==> src/rtl/uart_nums_if.sv <==
// Core-side bundle of the uart_nums link: transmit request/data and receive data/strobe.
// slave  : the UART block (samples send_data/tx_nums, drives tx_ready/rx_available/rx_nums).
// master : the datapath side (drives send_data/tx_nums, observes the rest).
interface uart_nums_if #(
    parameter int n_tx_nums = 6,
    parameter int n_rx_nums = 5
);
    logic               send_data;
    logic signed [15:0] tx_nums [n_tx_nums-1:0];
    logic               tx_ready;
    logic               rx_available;
    logic signed [15:0] rx_nums [n_rx_nums-1:0];

    modport master (
        output send_data,
        output tx_nums,
        input  tx_ready,
        input  rx_available,
        input  rx_nums
    );

    modport slave (
        input  send_data,
        input  tx_nums,
        output tx_ready,
        output rx_available,
        output rx_nums
    );
endinterface

==> src/rtl/uart_nums.sv <==
// Packetised 8N1 UART: sends n_tx_nums signed 16-bit words, receives n_rx_nums words.
// Latency: TX line goes low the cycle after send_data; rx_available pulses at the stop-bit centre of the last byte.
// Backpressure: send_data is ignored while tx_ready=0; received packets are never stalled (rx_nums is overwritten).
// Ports: clk, reset (sync, active-high), rx (async serial in), tx (serial out),
//        bus (uart_nums_if.slave: send_data, tx_nums, tx_ready, rx_available, rx_nums).
// Optional: define UART_RX_TIMEOUT_EN to drop a partial RX packet after an idle gap
//           of more than RX_TIMEOUT_BITS bit periods.
module uart_nums #(
    parameter int CLK_FREQ        = 50_000_000,
    parameter int BAUD            = 115200,
    parameter int n_tx_nums       = 6,
    parameter int n_rx_nums       = 5,
    parameter int RX_TIMEOUT_BITS = 20
) (
    input  logic       clk,
    input  logic       reset,
    input  logic       rx,
    output logic       tx,
    uart_nums_if.slave bus
);
    localparam int BIT_CLKS  = CLK_FREQ / BAUD;
    localparam int HALF_CLKS = (BIT_CLKS / 2 > 0) ? BIT_CLKS / 2 : 1;
    localparam int CNT_W     = $clog2(BIT_CLKS + 1);
    localparam int TX_BYTES  = 2 * n_tx_nums;
    localparam int RX_BYTES  = 2 * n_rx_nums;
    localparam int TXI_W     = $clog2(TX_BYTES);
    localparam int RXI_W     = $clog2(RX_BYTES);
    localparam int TX_W      = 16 * n_tx_nums;
    localparam int RX_W      = 16 * n_rx_nums;

    localparam logic [CNT_W-1:0] BIT_LAST  = CNT_W'(BIT_CLKS - 1);
    localparam logic [CNT_W-1:0] HALF_LAST = CNT_W'(HALF_CLKS - 1);
    localparam logic [TXI_W-1:0] TX_LAST   = TXI_W'(TX_BYTES - 1);
    localparam logic [RXI_W-1:0] RX_LAST   = RXI_W'(RX_BYTES - 1);

    // ------------------------------------------------------------------
    // Transmitter
    // ------------------------------------------------------------------
    typedef enum logic [1:0] {TX_IDLE, TX_START, TX_DATA, TX_STOP} tx_state_t;

    tx_state_t        tx_state_q, tx_state_d;
    logic [CNT_W-1:0] tx_cnt_q, tx_cnt_d;
    logic [2:0]       tx_bit_q, tx_bit_d;
    logic [TXI_W-1:0] tx_idx_q, tx_idx_d;
    logic [7:0]       tx_shift_q, tx_shift_d;
    // Whole packet as one shift register, next byte to send always in the top 8 bits.
    logic [TX_W-1:0]  tx_pkt_q, tx_pkt_d;
    logic             tx_q, tx_d;
    logic             tx_bit_end;

    always_comb begin
        tx_state_d = tx_state_q;
        tx_cnt_d   = tx_cnt_q;
        tx_bit_d   = tx_bit_q;
        tx_idx_d   = tx_idx_q;
        tx_shift_d = tx_shift_q;
        tx_pkt_d   = tx_pkt_q;
        tx_d       = tx_q;
        tx_bit_end = (tx_cnt_q == BIT_LAST);

        if (tx_state_q != TX_IDLE) begin
            tx_cnt_d = tx_bit_end ? '0 : tx_cnt_q + CNT_W'(1);
        end

        unique case (tx_state_q)
            TX_IDLE: begin
                tx_d = 1'b1;
                if (bus.send_data) begin
                    // Word 0 lands in the top bits so it is shifted out first, high byte first.
                    for (int i = 0; i < n_tx_nums; i++) begin
                        tx_pkt_d[(n_tx_nums-1-i)*16 +: 16] = bus.tx_nums[i];
                    end
                    tx_idx_d   = '0;
                    tx_cnt_d   = '0;
                    tx_state_d = TX_START;
                    tx_d       = 1'b0;
                end
            end
            TX_START: begin
                if (tx_bit_end) begin
                    tx_state_d = TX_DATA;
                    tx_bit_d   = '0;
                    tx_d       = tx_pkt_q[TX_W-8];
                    tx_shift_d = {1'b0, tx_pkt_q[TX_W-1 -: 7]};
                    tx_pkt_d   = tx_pkt_q << 8;
                end
            end
            TX_DATA: begin
                if (tx_bit_end) begin
                    if (tx_bit_q == 3'd7) begin
                        tx_state_d = TX_STOP;
                        tx_d       = 1'b1;
                    end else begin
                        tx_bit_d   = tx_bit_q + 3'd1;
                        tx_d       = tx_shift_q[0];
                        tx_shift_d = {1'b0, tx_shift_q[7:1]};
                    end
                end
            end
            TX_STOP: begin
                if (tx_bit_end) begin
                    if (tx_idx_q == TX_LAST) begin
                        tx_state_d = TX_IDLE;
                        tx_d       = 1'b1;
                    end else begin
                        // Next frame starts immediately, no idle gap between bytes.
                        tx_idx_d   = tx_idx_q + TXI_W'(1);
                        tx_state_d = TX_START;
                        tx_d       = 1'b0;
                    end
                end
            end
            default: tx_state_d = TX_IDLE;
        endcase
    end

    always_ff @(posedge clk) begin
        if (reset) begin
            tx_state_q <= TX_IDLE;
            tx_cnt_q   <= '0;
            tx_bit_q   <= '0;
            tx_idx_q   <= '0;
            tx_shift_q <= '0;
            tx_pkt_q   <= '0;
            tx_q       <= 1'b1;
        end else begin
            tx_state_q <= tx_state_d;
            tx_cnt_q   <= tx_cnt_d;
            tx_bit_q   <= tx_bit_d;
            tx_idx_q   <= tx_idx_d;
            tx_shift_q <= tx_shift_d;
            tx_pkt_q   <= tx_pkt_d;
            tx_q       <= tx_d;
        end
    end

    assign tx           = tx_q;
    assign bus.tx_ready = (tx_state_q == TX_IDLE);

    // ------------------------------------------------------------------
    // Receiver
    // ------------------------------------------------------------------
    typedef enum logic [2:0] {RX_IDLE, RX_START, RX_DATA, RX_STOP, RX_WAIT} rx_state_t;

    logic               rx_s1_q, rx_s2_q;
    rx_state_t          rx_state_q, rx_state_d;
    logic [CNT_W-1:0]   rx_cnt_q, rx_cnt_d;
    logic [2:0]         rx_bit_q, rx_bit_d;
    logic [7:0]         rx_shift_q, rx_shift_d;
    logic [RXI_W-1:0]   rx_idx_q, rx_idx_d;
    // Holds all bytes but the last; the final byte is taken straight from rx_shift_q.
    logic [RX_W-9:0]    rx_pkt_q, rx_pkt_d;
    logic [RX_W-1:0]    rx_full;
    logic               rx_avail_q, rx_avail_d;
    logic signed [15:0] rx_nums_q [n_rx_nums-1:0];
    logic signed [15:0] rx_nums_d [n_rx_nums-1:0];
    logic               rx_bit_end;

`ifdef UART_RX_TIMEOUT_EN
    localparam int TO_CLKS = RX_TIMEOUT_BITS * BIT_CLKS;
    localparam int TO_W    = $clog2(TO_CLKS + 1);
    localparam logic [TO_W-1:0] TO_LAST = TO_W'(TO_CLKS);
    logic [TO_W-1:0] gap_q, gap_d;
`else
    // Without the timer a partial packet waits indefinitely for its remaining bytes.
    logic unused_timeout_bits;
    assign unused_timeout_bits = ^RX_TIMEOUT_BITS;
`endif

    always_comb begin
        rx_state_d = rx_state_q;
        rx_cnt_d   = rx_cnt_q;
        rx_bit_d   = rx_bit_q;
        rx_shift_d = rx_shift_q;
        rx_idx_d   = rx_idx_q;
        rx_pkt_d   = rx_pkt_q;
        rx_avail_d = 1'b0;
        rx_nums_d  = rx_nums_q;
        rx_full    = {rx_pkt_q, rx_shift_q};
        rx_bit_end = (rx_cnt_q == BIT_LAST);

        unique case (rx_state_q)
            RX_IDLE: begin
                if (!rx_s2_q) begin
                    rx_state_d = RX_START;
                    rx_cnt_d   = '0;
                end
            end
            RX_START: begin
                // Re-check at the start-bit centre; a high line here was a glitch.
                if (rx_cnt_q == HALF_LAST) begin
                    rx_cnt_d   = '0;
                    rx_bit_d   = '0;
                    rx_state_d = rx_s2_q ? RX_IDLE : RX_DATA;
                end else begin
                    rx_cnt_d = rx_cnt_q + CNT_W'(1);
                end
            end
            RX_DATA: begin
                rx_cnt_d = rx_bit_end ? '0 : rx_cnt_q + CNT_W'(1);
                if (rx_bit_end) begin
                    rx_shift_d = {rx_s2_q, rx_shift_q[7:1]};
                    if (rx_bit_q == 3'd7) begin
                        rx_state_d = RX_STOP;
                    end else begin
                        rx_bit_d = rx_bit_q + 3'd1;
                    end
                end
            end
            RX_STOP: begin
                rx_cnt_d = rx_bit_end ? '0 : rx_cnt_q + CNT_W'(1);
                if (rx_bit_end) begin
                    if (rx_s2_q) begin
                        rx_state_d = RX_IDLE;
                        if (rx_idx_q == RX_LAST) begin
                            rx_idx_d   = '0;
                            rx_avail_d = 1'b1;
                            for (int i = 0; i < n_rx_nums; i++) begin
                                rx_nums_d[i] = rx_full[(n_rx_nums-1-i)*16 +: 16];
                            end
                        end else begin
                            rx_idx_d = rx_idx_q + RXI_W'(1);
                            rx_pkt_d = (rx_pkt_q << 8) | (RX_W-8)'(rx_shift_q);
                        end
                    end else begin
                        // Framing error: drop the byte and the packet built so far.
                        rx_idx_d   = '0;
                        rx_state_d = RX_WAIT;
                    end
                end
            end
            RX_WAIT: begin
                if (rx_s2_q) begin
                    rx_state_d = RX_IDLE;
                end
            end
            default: rx_state_d = RX_IDLE;
        endcase

`ifdef UART_RX_TIMEOUT_EN
        // Gap timer runs only while idle with a partial packet pending.
        gap_d = '0;
        if (rx_state_q == RX_IDLE && rx_s2_q && rx_idx_q != '0) begin
            if (gap_q == TO_LAST) begin
                rx_idx_d = '0;
            end else begin
                gap_d = gap_q + TO_W'(1);
            end
        end
`endif
    end

    always_ff @(posedge clk) begin
        if (reset) begin
            rx_s1_q    <= 1'b1;
            rx_s2_q    <= 1'b1;
            rx_state_q <= RX_IDLE;
            rx_cnt_q   <= '0;
            rx_bit_q   <= '0;
            rx_shift_q <= '0;
            rx_idx_q   <= '0;
            rx_pkt_q   <= '0;
            rx_avail_q <= 1'b0;
            for (int i = 0; i < n_rx_nums; i++) begin
                rx_nums_q[i] <= '0;
            end
`ifdef UART_RX_TIMEOUT_EN
            gap_q      <= '0;
`endif
        end else begin
            rx_s1_q    <= rx;
            rx_s2_q    <= rx_s1_q;
            rx_state_q <= rx_state_d;
            rx_cnt_q   <= rx_cnt_d;
            rx_bit_q   <= rx_bit_d;
            rx_shift_q <= rx_shift_d;
            rx_idx_q   <= rx_idx_d;
            rx_pkt_q   <= rx_pkt_d;
            rx_avail_q <= rx_avail_d;
            for (int i = 0; i < n_rx_nums; i++) begin
                rx_nums_q[i] <= rx_nums_d[i];
            end
`ifdef UART_RX_TIMEOUT_EN
            gap_q      <= gap_d;
`endif
        end
    end

    assign bus.rx_available = rx_avail_q;
    assign bus.rx_nums      = rx_nums_q;

endmodule

==> src/flat_wrapper.sv <==
// flat-port wrapper written by rule: the top's interface ports become plain ports
module uart_nums_flat 
#(
    parameter int CLK_FREQ        = 50_000_000,
    parameter int BAUD            = 115200,
    parameter int n_tx_nums       = 6,
    parameter int n_rx_nums       = 5,
    parameter int RX_TIMEOUT_BITS = 20
)
  (clk, reset, rx, tx, bus_send_data, bus_tx_nums, bus_tx_ready, bus_rx_available, bus_rx_nums);
  uart_nums_if #(.n_tx_nums(n_tx_nums), .n_rx_nums(n_rx_nums)) bus_i ();
  input  logic clk;
  input  logic reset;
  input  logic rx;
  output logic tx;
  input wire logic [$bits(bus_i.send_data)-1:0] bus_send_data;
  input wire logic [$bits(bus_i.tx_nums)-1:0] bus_tx_nums;
  output wire logic [$bits(bus_i.tx_ready)-1:0] bus_tx_ready;
  output wire logic [$bits(bus_i.rx_available)-1:0] bus_rx_available;
  output wire logic [$bits(bus_i.rx_nums)-1:0] bus_rx_nums;
  assign bus_i.send_data = bus_send_data;
  assign bus_i.tx_nums = {>>{bus_tx_nums}};
  assign bus_tx_ready = bus_i.tx_ready;
  assign bus_rx_available = bus_i.rx_available;
  assign bus_rx_nums = {>>{bus_i.rx_nums}};
  uart_nums #(.CLK_FREQ(CLK_FREQ), .BAUD(BAUD), .n_tx_nums(n_tx_nums), .n_rx_nums(n_rx_nums), .RX_TIMEOUT_BITS(RX_TIMEOUT_BITS)) u_core (.clk(clk), .reset(reset), .rx(rx), .tx(tx), .bus(bus_i));
endmodule
==> config.mk <==
export PLATFORM = sky130hd
export DESIGN_NAME = uart_nums_flat
export DESIGN_NICKNAME = d
export VERILOG_FILES = /design/src/rtl/uart_nums_if.sv /design/src/rtl/uart_nums.sv /design/src/flat_wrapper.sv
export SDC_FILE = /design/constraint.sdc
export NUM_CORES = 1
export LEC_CHECK = 0
export BUFFER_PORTS_ARGS = -buffer_cell sky130_fd_sc_hd__buf_2
export CORE_MARGIN = 3
export CORE_UTILIZATION = 60
export CTS_BUF_LIST = sky130_fd_sc_hd__clkbuf_8
export CTS_CLUSTER_DIAMETER = 150
export DETAILED_ROUTE_END_ITERATION = 10
export PLACE_DENSITY = 0.91
export SLEW_MARGIN = 20
export SYNTH_ARGS = -nofsm -noshare
export SYNTH_HDL_FRONTEND = slang
export SYNTH_SLANG_ARGS = --single-unit
==> constraint.sdc <==
create_clock -name clk -period 3.3 [get_ports clk]
set_clock_uncertainty 0.2 [all_clocks]
set_input_delay 0.66 -clock clk [delete_from_list [all_inputs] [get_ports clk]]
set_output_delay 0.66 -clock clk [all_outputs]
set_load 0.005 [all_outputs]
==> results by group, run 1 <==
Worst setup path
  • Worst r2r path cells: 6
  • Crit Path Class: register to primary output
  • Worst reg2reg path endpoint: u_core.tx_pkt_q[58]
  • Arrival @ worst endpoint: 1.96 ns
  • Data required, critical path: roughly 2.4 ns
  • Worst R2R Start: u_core.tx_state_q[1]
  • R2r setup slk: 0.52 ns
  • Worst-path maximum fanout: 22
  • Setup crit end kind: primary output
  • Critical path startpoint category: register
  • CP max stage cell: ha_1
  • Crit path cell chain: inv_1, ha_1, buf_2
  • Slowest Stage Delay on Critical Path: 0.68 ns

Power
  • PD cells: roughly 750 mW/mm2
  • Static Leak: 5.38 nW
  • Worst VDD drop: approximately 0.00070 V
  • Combinational power share: 0.281
  • Int Power: 7.18 mW
  • Switching power: 3.55 mW
  • Clk pwr share: 0.290
  • Seq pwr share: 0.429
  • Overall Power: between 10 and 15 mW
  • Switch share: 0.331

Yosys
  • Number of cells produced by synthesis: 1442
  • Main synth FF type: dfxtp_1
  • Post-synth EDFFs: 0
  • Net Count, Synth: approximately 1.6k
  • Avg Cell Area, Syn: 8.61 um2
  • Post-synth top area cell: dfxtp_1
  • Synth Warn #: 0
  • Synthesized flop and latch total: a little over 300
  • Fraction of registers with async set/reset: 0
  • Sequential cell area fraction in the yosys report: 0.490
  • Ranking of synthesized cells by area: dfxtp_1 49%, a21oi_1 11%, nand2_1 9.9%
  • Yosys top cell area share: 0.490
  • Post-Syn Area: 0.0124 mm2
  • Synth unique cells: 50

Drt
  • Vias: roughly 11k
  • # DRC: 0
  • Drt first pass iters: 5
  • Vias per inst: 5.88
  • Routed length per instance: 15.9 um
  • Final wirelength: 29600 um
  • Antenna viol nets, final: 0
  • First DRT Iteration DRCs: 1049

Placement
  • GPL Wtd Cong: 0.790
  • PortBufs: 182
  • Setup WS pre-CTS: between 0.5 and 0.6 ns
  • Hpwl dp: roughly 19000 um

Clock tree
  • Root buf cell: clkbuf_8
  • # clock sinks: around 300
  • TritonCTS clock tree: yes
  • Clock transition at path regs: about 0.05 ns
  • Clock Path Buffers: 3
  • Cts bufs inserted: 48
  • Cts hold-fix bufs: 0
  • H-tree levels: 2
  • Skew-Pair Late Insertion Delay: 0.56 ns
  • Post-CTS setup buffers: 0
  • Post-CTS Resized: 0

Timing
  • RSZ-0062 raised after global routing: no
  • Setup Viol. Count Final: 0
  • Period utilization: 0.855
  • Fmax: 354 MHz
  • Slew HR: 0.417
  • Min Hold Slack: 0.0916 ns
  • Setup TNS: 0 ns
  • Worst Slack Setup Final: 0.478 ns
  • Final hold viol count: 0
  • Minimum clock period: between 2 and 3 ns
  • Actual slew at the worst max-slew pin: 0.875 ns
  • Max-slew violations: 0

Global route
  • Largest net degree at the start of global routing: 107
  • GRT Total Usage: 0.253
  • First-pass GRT wire length: ~48000 um
  • Vias in the first global route: ~10k
  • Antenna violations before repair: 0
  • Grt total ovfl: 0

Final layout
  • Final antenna diode count: 0
  • Post-layout net count: 1687
  • Final Core Density: 0.722
  • Fill cell count: 1401
  • Layout cells sized above 1: 0.179
  • Area grow syn2layout: 15.8%

Die
  • Initial Utilization: 0.624
  • Die Wd: 150 um
  • Die area: 0.0225 mm2
  • Core Box Area: between 0.015 and 0.02 mm2
  • Die Y: between 100 and 150 um
  • Ports: 183
  • Rows: slightly above 50

Min path
  • Worst hold stages: 2
  • Hold Path Origin: rx
  • Tightest Hold Check Type: input port to register
  • WHS Endpoint: u_core.rx_s1_q

Outcome
  • Status: completed

Flow run
  • Max-capacitance violation count: 0
[power by group through the flow]
stage	sequential [mW]	clock [mW]	combinational, mW
after detailed placement	4.66	0	2.97
after global placement	4.64	0	2.87
after floorplan	4.56	0	2.47
after CTS	4.59	3.16	3.00
final	4.61	3.11	3.01
after global routing	4.66	3.33	3.31
[layout make-up]
class                           count  area, um2  area share
Clock buffer                       63        867      0.0603
Clock inverter                     17       86.3     0.00601
Inverter                            9       33.8     0.00235
Multi-Input combinational cell   1003       5800       0.404
Sequential cell                   304       6090       0.423
Tap cell                          265        332      0.0231
Timing Repair Buffer              205       1170      0.0812
[state kept, by name, summed over array words and instances (netlist names)]
| name | count |
|---|---|
| u_core.bus.rx_available | 1 |
| u_core.bus.rx_nums | 80 |
| u_core.rx_bit_q | 3 |
| u_core.rx_cnt_q | 9 |
| u_core.rx_idx_q | 4 |
| u_core.rx_pkt_q | 72 |
| u_core.rx_s1_q | 1 |
| u_core.rx_s2_q | 1 |
| u_core.rx_shift_q | 8 |
| u_core.rx_state_q | 3 |
| u_core.tx | 1 |
| u_core.tx_bit_q | 3 |
| u_core.tx_cnt_q | 9 |
| u_core.tx_idx_q | 4 |
| u_core.tx_pkt_q | 96 |
| u_core.tx_shift_q | 7 |
| u_core.tx_state_q | 2 |
[cell usage after synthesis, types with 8 or more instances]
cell type,count
nand3_1,11
nand2b_1,13
ha_1,16
buf_2,20
o21ai_0,19
o22ai_1,8
a211oi_1,98
nand4_1,14
nor2_1,26
nand2_1,328
a21oi_1,273
nor3_1,9
dfxtp_1,304
mux2i_1,109
inv_1,8
clkbuf_1,98
[worst max-delay path by stage]
stage | from | to | slack, ns | depth (start not counted)
after floorplan | u_core.tx_cnt_q[2] | u_core.tx_pkt_q[21] | 1.05 | 7
after global routing | u_core.tx_state_q[0] | bus_tx_ready | 0.34 | 3
final | u_core.tx_state_q[1] | bus_tx_ready | 0.48 | 3
after global placement | u_core.tx_state_q[1] | u_core.tx_pkt_q[76] | 0.65 | 6
after CTS | u_core.tx_state_q[0] | bus_tx_ready | 0.46 | 3
after detailed placement | u_core.tx_state_q[1] | u_core.tx_pkt_q[57] | 0.55 | 6
[placed cells by master, fill, tap and decap left out, types with 3 or more instances in the layout]
master,count
a211oi_1,97
a21o_1,3
a21oi_1,273
a311oi_1,6
a41oi_1,3
and2_1,3
and3b_1,4
and4b_1,3
buf_12,6
buf_2,181
buf_4,17
clkbuf_8,64
clkinv_2,5
dfxtp_1,304
ha_1,15
inv_1,17
mux2i_1,109
nand2_1,328
nand2b_1,12
nand3_1,11
nand3b_1,4
nand4_1,14
nand4b_1,3
nor2_1,26
nor2b_1,5
nor3_1,9
nor3b_1,4
nor4_1,3
o21a_1,4
o21ai_0,19
o22ai_1,8
o31a_1,4
or2_2,3
or4_1,4
[cells by family after synthesis]
logic type / synth area share
adder cells (fa/ha/maj): 0.0161
multiplexers: 0.0879
AND/OR/NAND/NOR: 0.159
AO/OA/AOI/OAI: 0.203
buffers and inverters: 0.0446
flip-flops: 0.490
[per-stage QoR]
step / instances / cell area (um2)
after global placement: 1786 / 13400
after CTS: 1866 / 14400
after floorplan: 1442 / 12400
after detailed placement: 1786 / 13400
final: 1866 / 14400
after global routing: 1866 / 14400
[worst max-delay path: cells and delay by family (launching register included)]
family                   cells  cell delay [ns]
adder cells (fa/ha/maj)      1             0.68
flip-flops                   1             0.33
buffers and inverters        2             0.40
[per-layer routing]
| metal | global-route usage | wire (um) |
|---|---|---|
| met1 | 0.328 | 12500 |
| met2 | 0.427 | 14600 |
| met4 | 0.0869 | 742 |
| met3 | 0.0436 | 1700 |
| met5 | 0 | 0 |
Note: power is estimated with default switching activity, not from simulation.
==> run 2, diff against run 1 <==
--- a/config.mk
+++ b/config.mk
@@ -5,6 +5,7 @@
 export SDC_FILE = /design/constraint.sdc
 export NUM_CORES = 1
 export LEC_CHECK = 0
+export ABC_AREA = 1
 export BUFFER_PORTS_ARGS = -buffer_cell sky130_fd_sc_hd__buf_2
 export CORE_MARGIN = 3
 export CORE_UTILIZATION = 60
==> run 2 against run 1 <==
- maximum frequency up 4.1%
- highest routed layer unchanged
- core utilization down 1.4 points
- sequential power up 2%
- area after synthesis up 1.4%
==> results by group, run 2 <==
Die
  • Initial Utilization: 0.616 (-0.00713)
  • Rows: 52 (+2.0%)
  • Die area: 0.0228 mm2 (+1.4%)
  • Ports: 183 (unchanged)
  • Core Box Area: 0.0204 mm2 (+2.6%)
  • Die Wd: 151 um (+0.69%)
  • Die Y: 151 um (+0.69%)

Clock tree
  • TritonCTS clock tree: yes
  • Cts hold-fix bufs: 0 (unchanged)
  • H-tree levels: 2 (unchanged)
  • Clock Path Buffers: 3 (unchanged)
  • Root buf cell: clkbuf_8
  • Post-CTS Resized: 0 (unchanged)
  • Clock transition at path regs: 0.06 ns (about the same)
  • # clock sinks: 304 (unchanged)
  • Skew-Pair Late Insertion Delay: 0.57 ns (about the same)
  • Post-CTS setup buffers: 0 (unchanged)
  • Cts bufs inserted: 47 (-2.1%)

Worst setup path
  • Crit Path Class: register to register
  • Buf+Inv Stages, Crit Path: 5 (+3)
  • Arrival @ worst endpoint: 3.00 ns (+1.04 ns)
  • Worst-path maximum fanout: 20 (-9.1%)
  • CP delay by family, top: buffers and inverters
  • Setup crit end kind: register
  • CP max stage cell: a21oi_4
  • Data required, critical path: 3.59 ns (+1.15 ns)
  • Slowest Stage Delay on Critical Path: 0.50 ns (-0.18 ns)
  • Critical path startpoint category: register
  • Crit path cell chain: inv_1, ha_1, inv_2, nor2_4, inv_2, o21ai_0, a21oi_4, buf_4, buf_4, nor2_1, nor2_1

Drt
  • # DRC: 0 (unchanged)
  • Vias: 11.9k (+8.7%)
  • Routed length per instance: 12.9 um (-19%)
  • Drt first pass iters: 7 (+2)
  • Antenna viol nets, final: 0 (unchanged)
  • Vias per inst: 5.29 (-9.9%)
  • First DRT Iteration DRCs: 741 (-29%)
  • Final wirelength: 29100 um (-1.8%)

Final layout
  • Biggest register: u_core.tx_pkt_q
  • Final antenna diode count: 0 (unchanged)
  • Most common cell after layout, fill and taps aside: nor2_1
  • Most frequent cells in the layout: 535 x nor2_1, 398 x nand2_1, 304 x dfxtp_1, 182 x buf_2, 179 x o21ai_0
  • Area grow syn2layout: 14.8%
  • Layout cells sized above 1: 0.146 (-0.0329)
  • Sequential Area: 0.00609 mm2 (unchanged)
  • Max FFs per register: 96 (unchanged)
  • Fill cell count: 1628 (+16%)
  • Post-layout net count: 2064 (+22%)
  • Area occupied by multi-input gates: 0.00572 mm2 (-1.5%)

Timing
  • Actual slew at the worst max-slew pin: 0.882 ns (+0.00678 ns)
  • Minimum clock period: 2.71 ns (-0.111 ns)
  • Min Hold Slack: 0.0836 ns (-0.00807 ns)
  • Period utilization: 0.822 (-0.0337)
  • Setup Viol. Count Final: 0 (unchanged)
  • Slew HR: 0.412 (-0.00452)
  • RSZ-0062 raised after global routing: no
  • Setup TNS: 0 ns (unchanged)
  • Fmax: 369 MHz (+4.1%)
  • Max-slew violations: 0 (unchanged)
  • Final hold viol count: 0 (unchanged)

Yosys
  • Number of cells produced by synthesis: 1807 (+25%)
  • Main synth FF type: dfxtp_1
  • Post-synth top area cell: dfxtp_1
  • Net Count, Synth: 1923 (+23%)
  • Top cells by count, synth: 535 x nor2_1, 398 x nand2_1, 304 x dfxtp_1
  • Synthesized flop and latch total: 304 (unchanged)
  • Post-Syn Area: 0.0126 mm2 (+1.4%)
  • Synth Warn #: 0 (unchanged)
  • Post-synth EDFFs: 0 (unchanged)
  • Yosys top cell area share: 0.483 (-0.00696)
  • Synth unique cells: 31 (-38%)
  • Fraction of registers with async set/reset: 0 (unchanged)
  • Ranking of synthesized cells by area: dfxtp_1 48%, nor2_1 16%, nand2_1 12%
  • Most frequent cell after synthesis: nor2_1
  • Sequential cell area fraction in the yosys report: 0.483 (-0.00696)
  • Avg Cell Area, Syn: 6.97 um2 (-19%)

Global route
  • Vias in the first global route: 10.7k (+3.6%)
  • GRT Total Usage: 0.249 (-0.00337)
  • First-pass GRT wire length: 47900 um (-0.74%)
  • Grt total ovfl: 0 (unchanged)
  • Antenna violations before repair: 0 (unchanged)
  • Largest net degree at the start of global routing: 101 (-5.6%)

Placement
  • PortBufs: 182 (unchanged)
  • GPL Wtd Cong: 0.845 (+6.8%)
  • Hpwl dp: 19300 um (+3.5%)

Outcome
  • Status: completed

Power
  • PD cells: 763 mW/mm2 (+2.2%)
  • Worst VDD drop: 0.000534 V (-24%)
  • Static Leak: 6.55 nW (+22%)

Min path
  • Tightest Hold Check Type: input port to register

Flow run
  • Max-capacitance violation count: 0 (unchanged)
run 2: worst register-to-register path: cells and delay by family, from the launching register on:
kind | cells | cell delay [ns]
compound gates | 2 | 0.66
fa+ha+maj | 1 | 0.27
buf+inv | 5 | 0.88
flops | 1 | 0.41
simple gates | 3 | 0.22
run 2: logic make-up (layout without fill, tap and decap cells):
| logic type | after synthesis | in the layout | share of synthesized area |
|---|---|---|---|
| simple gates | 1078 | 1078 | 0.340 |
| flops | 304 | 304 | 0.483 |
| compound gates | 231 | 231 | 0.0928 |
| buf+inv | 172 | 346 | 0.0638 |
| fa+ha+maj | 16 | 16 | 0.0159 |
| xor+xnor | 6 | 6 | 0.00417 |
run 2: report_power, final:
| part | total (mW) | switching, mW | leakage (nW) | internal (mW) |
|---|---|---|---|---|
| Combinational | 3.13 | 2.04 | 3.52 | 1.09 |
| Clock | 3.18 | 1.42 | 0.554 | 1.76 |
| Sequential | 4.72 | 0.383 | 2.47 | 4.34 |
| Total | 11.0 | 3.85 | 6.55 | 7.18 |
run 2: per-layer routing:
layer | up-vias | track usage | routed length (um)
li1 | 5987 | - | -
met4 | 0 | 0.0993 | 801
met3 | 66 | 0.0458 | 2140
met5 | - | 0 | 0
met1 | 5389 | 0.324 | 12200
met2 | 470 | 0.413 | 13900
run 2: worst paths after layout:
check,cells past startpoint,endpoint,start,slack [ns]
worst min-delay path,2,u_core.rx_s1_q,rx,0.08
worst max register to register,11,u_core.tx_pkt_q[81],u_core.tx_state_q[0],0.59
worst max-delay path,11,u_core.tx_pkt_q[81],u_core.tx_state_q[0],0.59
worst min register to register,1,u_core.rx_s2_q,u_core.rx_s1_q,0.21
run 2: final cells by class:
class / count / area share
Multi-Input combinational cell: 1331 / 0.395
Clock inverter: 23 / 0.0105
Inverter: 61 / 0.0163
Clock buffer: 59 / 0.0562
Timing Repair Buffer: 203 / 0.0774
Tap cell: 270 / 0.0234
Sequential cell: 304 / 0.421
run 2: stage by stage:
step                       util  cell area (um2)  setup WS [ns]  cells  total power [mW]
after CTS                 0.708            14500          0.611   2251              11.1
final                     0.708            14500          0.589   2251              11.0
after global routing      0.708            14500          0.326   2251              11.8
after detailed placement  0.660            13500          0.643   2169              7.89
after floorplan               -            12600           1.29   1807              7.23
after global placement    0.660            13500          0.752   2169              7.73
==> run 3, diff against run 2 <==
--- a/config.mk
+++ b/config.mk
@@ -8,11 +8,11 @@
 export ABC_AREA = 1
 export BUFFER_PORTS_ARGS = -buffer_cell sky130_fd_sc_hd__buf_2
 export CORE_MARGIN = 3
-export CORE_UTILIZATION = 60
+export CORE_UTILIZATION = 59
 export CTS_BUF_LIST = sky130_fd_sc_hd__clkbuf_8
 export CTS_CLUSTER_DIAMETER = 150
 export DETAILED_ROUTE_END_ITERATION = 10
-export PLACE_DENSITY = 0.91
+export PLACE_DENSITY = 0.9
 export SLEW_MARGIN = 20
 export SYNTH_ARGS = -nofsm -noshare
 export SYNTH_HDL_FRONTEND = slang
==> constraint.sdc (replaced) <==
create_clock -name clk -period 2.8 [get_ports clk]
set_clock_uncertainty 0.2 [all_clocks]
set_input_delay 0.56 -clock clk [delete_from_list [all_inputs] [get_ports clk]]
set_output_delay 0.56 -clock clk [all_outputs]
set_load 0.005 [all_outputs]
==> run 3 against run 2 <==
- sequential power is 18% higher
- final cell count is 0.40% higher
- maximum frequency is 5.3% higher
- largest power group unchanged
- largest cell class unchanged
==> results by group, run 3 (synthesis results as in run 2) <==
Outcome
  • Status: completed

Placement
  • PortBufs: 182 (unchanged)
  • Hpwl dp: 19300 um (about the same)
  • GPL Wtd Cong: 0.814 (-3.6%)

Clock tree
  • TritonCTS clock tree: yes
  • Post-CTS Resized: 0 (unchanged)
  • Skew-Pair Late Insertion Delay: 0.56 ns (about the same)
  • Cts hold-fix bufs: 1 (+1)
  • Post-CTS setup buffers: 0 (unchanged)
  • Clock Path Buffers: 3 (unchanged)
  • Clock transition at path regs: 0.06 ns (about the same)
  • Root buf cell: clkbuf_8
  • H-tree levels: 2 (unchanged)
  • Cts bufs inserted: 49 (+4.3%)
  • # clock sinks: 304 (unchanged)

Global route
  • Grt total ovfl: 0 (unchanged)
  • Antenna violations before repair: 0 (unchanged)
  • Vias in the first global route: 10.8k (+1.3%)
  • First-pass GRT wire length: 48800 um (+1.9%)
  • GRT Total Usage: 0.241 (-0.00859)
  • Largest net degree at the start of global routing: 97 (-4.0%)

Drt
  • Final wirelength: 29400 um (+1.1%)
  • Routed length per instance: 13.0 um (+0.71%)
  • First DRT Iteration DRCs: 696 (-6.1%)
  • # DRC: 0 (unchanged)
  • Vias per inst: 5.29 (about the same)
  • Vias: 12.0k (+0.36%)
  • Antenna viol nets, final: 0 (unchanged)
  • Drt first pass iters: 5 (-2)

Timing
  • Max-slew violations: 0 (unchanged)
  • Setup TNS: 0 ns (unchanged)
  • Setup Viol. Count Final: 0 (unchanged)
  • Final hold viol count: 0 (unchanged)
  • Min Hold Slack: 0.140 ns (+0.0566 ns)
  • Period utilization: 0.919 (+0.0977)
  • Slew HR: 0.497 (+0.0845)
  • Minimum clock period: 2.57 ns (-0.137 ns)
  • RSZ-0062 raised after global routing: no
  • Fmax: 388 MHz (+5.3%)
  • Actual slew at the worst max-slew pin: 0.755 ns (-0.127 ns)

Die
  • Die Y: 152 um (+0.81%)
  • Rows: 52 (unchanged)
  • Core Box Area: 0.0206 mm2 (+0.96%)
  • Ports: 183 (unchanged)
  • Initial Utilization: 0.611 (-0.00583)
  • Die area: 0.0231 mm2 (+1.6%)
  • Die Wd: 152 um (+0.81%)

Power
  • Overall Power: 12.8 mW (+16%)
  • PD cells: 885 mW/mm2 (+16%)
  • Static Leak: 6.59 nW (+0.66%)
  • Worst VDD drop: 0.000663 V (+24%)

Worst setup path
  • Arrival @ worst endpoint: 2.80 ns (-0.20 ns)
  • Setup crit end kind: register
  • Data required, critical path: 3.03 ns (-0.56 ns)
  • Critical path startpoint category: register
  • Worst-path maximum fanout: 57 (+190%)
  • Crit Path Class: register to register

Final layout
  • Post-layout net count: 2071 (+0.34%)
  • Most common cell after layout, fill and taps aside: nor2_1
  • Area grow syn2layout: 14.9%
  • Most frequent cells in the layout: 535 x nor2_1, 398 x nand2_1, 304 x dfxtp_1, 182 x buf_2, 179 x o21ai_0
  • Fill cell count: 1668 (+2.5%)
  • Layout cells sized above 1: 0.146 (-0.000662)
  • Max FFs per register: 96 (unchanged)
  • Biggest register: u_core.tx_pkt_q
  • Final antenna diode count: 0 (unchanged)
  • Final Core Density: 0.702 (-0.00597)

Flow run
  • Max-capacitance violation count: 0 (unchanged)

Min path
  • Tightest Hold Check Type: input port to register
-- run 3: changes by cell type in the layout (fill, tap and decap cells not counted), sizes merged --
cell	change
clkinv	+1
dlygate4sd3	+1
clkbuf	-3
buf	+4
bufinv	-2
inv	+9
clkinvlp	-1
-- run 3: power breakdown --
group          leakage [nW]  internal, mW  switching [mW]
logic                  3.56          1.32            2.43
registers              2.47          5.11           0.449
clock network         0.557          1.82            1.67
-- run 3: final cells by class --
type                    count  area [um2]  area share
well taps                 270         338      0.0233
clock inverters            30         130     0.00899
multi-input cells        1331        5720       0.395
inverters                  61         235      0.0163
repair buffers            208        1200      0.0827
clock buffers              56         771      0.0533
flip-flops and latches    304        6090       0.421
-- run 3: worst max-delay path: stages (launching register included) --
cell and delay, ns:
dfxtp_1 0.41, inv_1 0.11, ha_1 0.27, inv_2 0.14
nor2_4 0.07, inv_2 0.12, o21ai_0 0.18, a21oi_4 0.38
buf_12 0.29, nand2_1 0.09, o21ai_0 0.11, nor2_1 0.06
-- run 3: routing by layer --
layer / GRT usage / wire length (um) / vias up
li1: - / - / 6000
met1: 0.309 / 12500 / 5459
met2: 0.413 / 14400 / 448
met3: 0.0466 / 2050 / 48
met4: 0.0719 / 451 / 0
met5: 0 / 0 / -
-- run 3: metrics by stage --
step	instances	setup slack (ns)	instance area [um2]
5_1_grt	2260	0.0598	14500
3_5_place_dp	2173	0.313	13600
3_3_place_gp	2173	0.417	13600
4_1_cts	2260	0.263	14500
2_1_floorplan	1807	0.793	12600
6_report	2260	0.226	14500
-- run 3: final timing paths --
path	from	to	slack (ns)	cells past startpoint
setup reg to reg	u_core.tx_state_q[0]	u_core.tx_pkt_q[5]	0.23	11
hold / removal	bus_send_data	u_core.tx_cnt_q[5]	0.14	4
setup / recovery	u_core.tx_state_q[0]	u_core.tx_pkt_q[5]	0.23	11
hold reg to reg	u_core.rx_s1_q	u_core.rx_s2_q	0.21	1
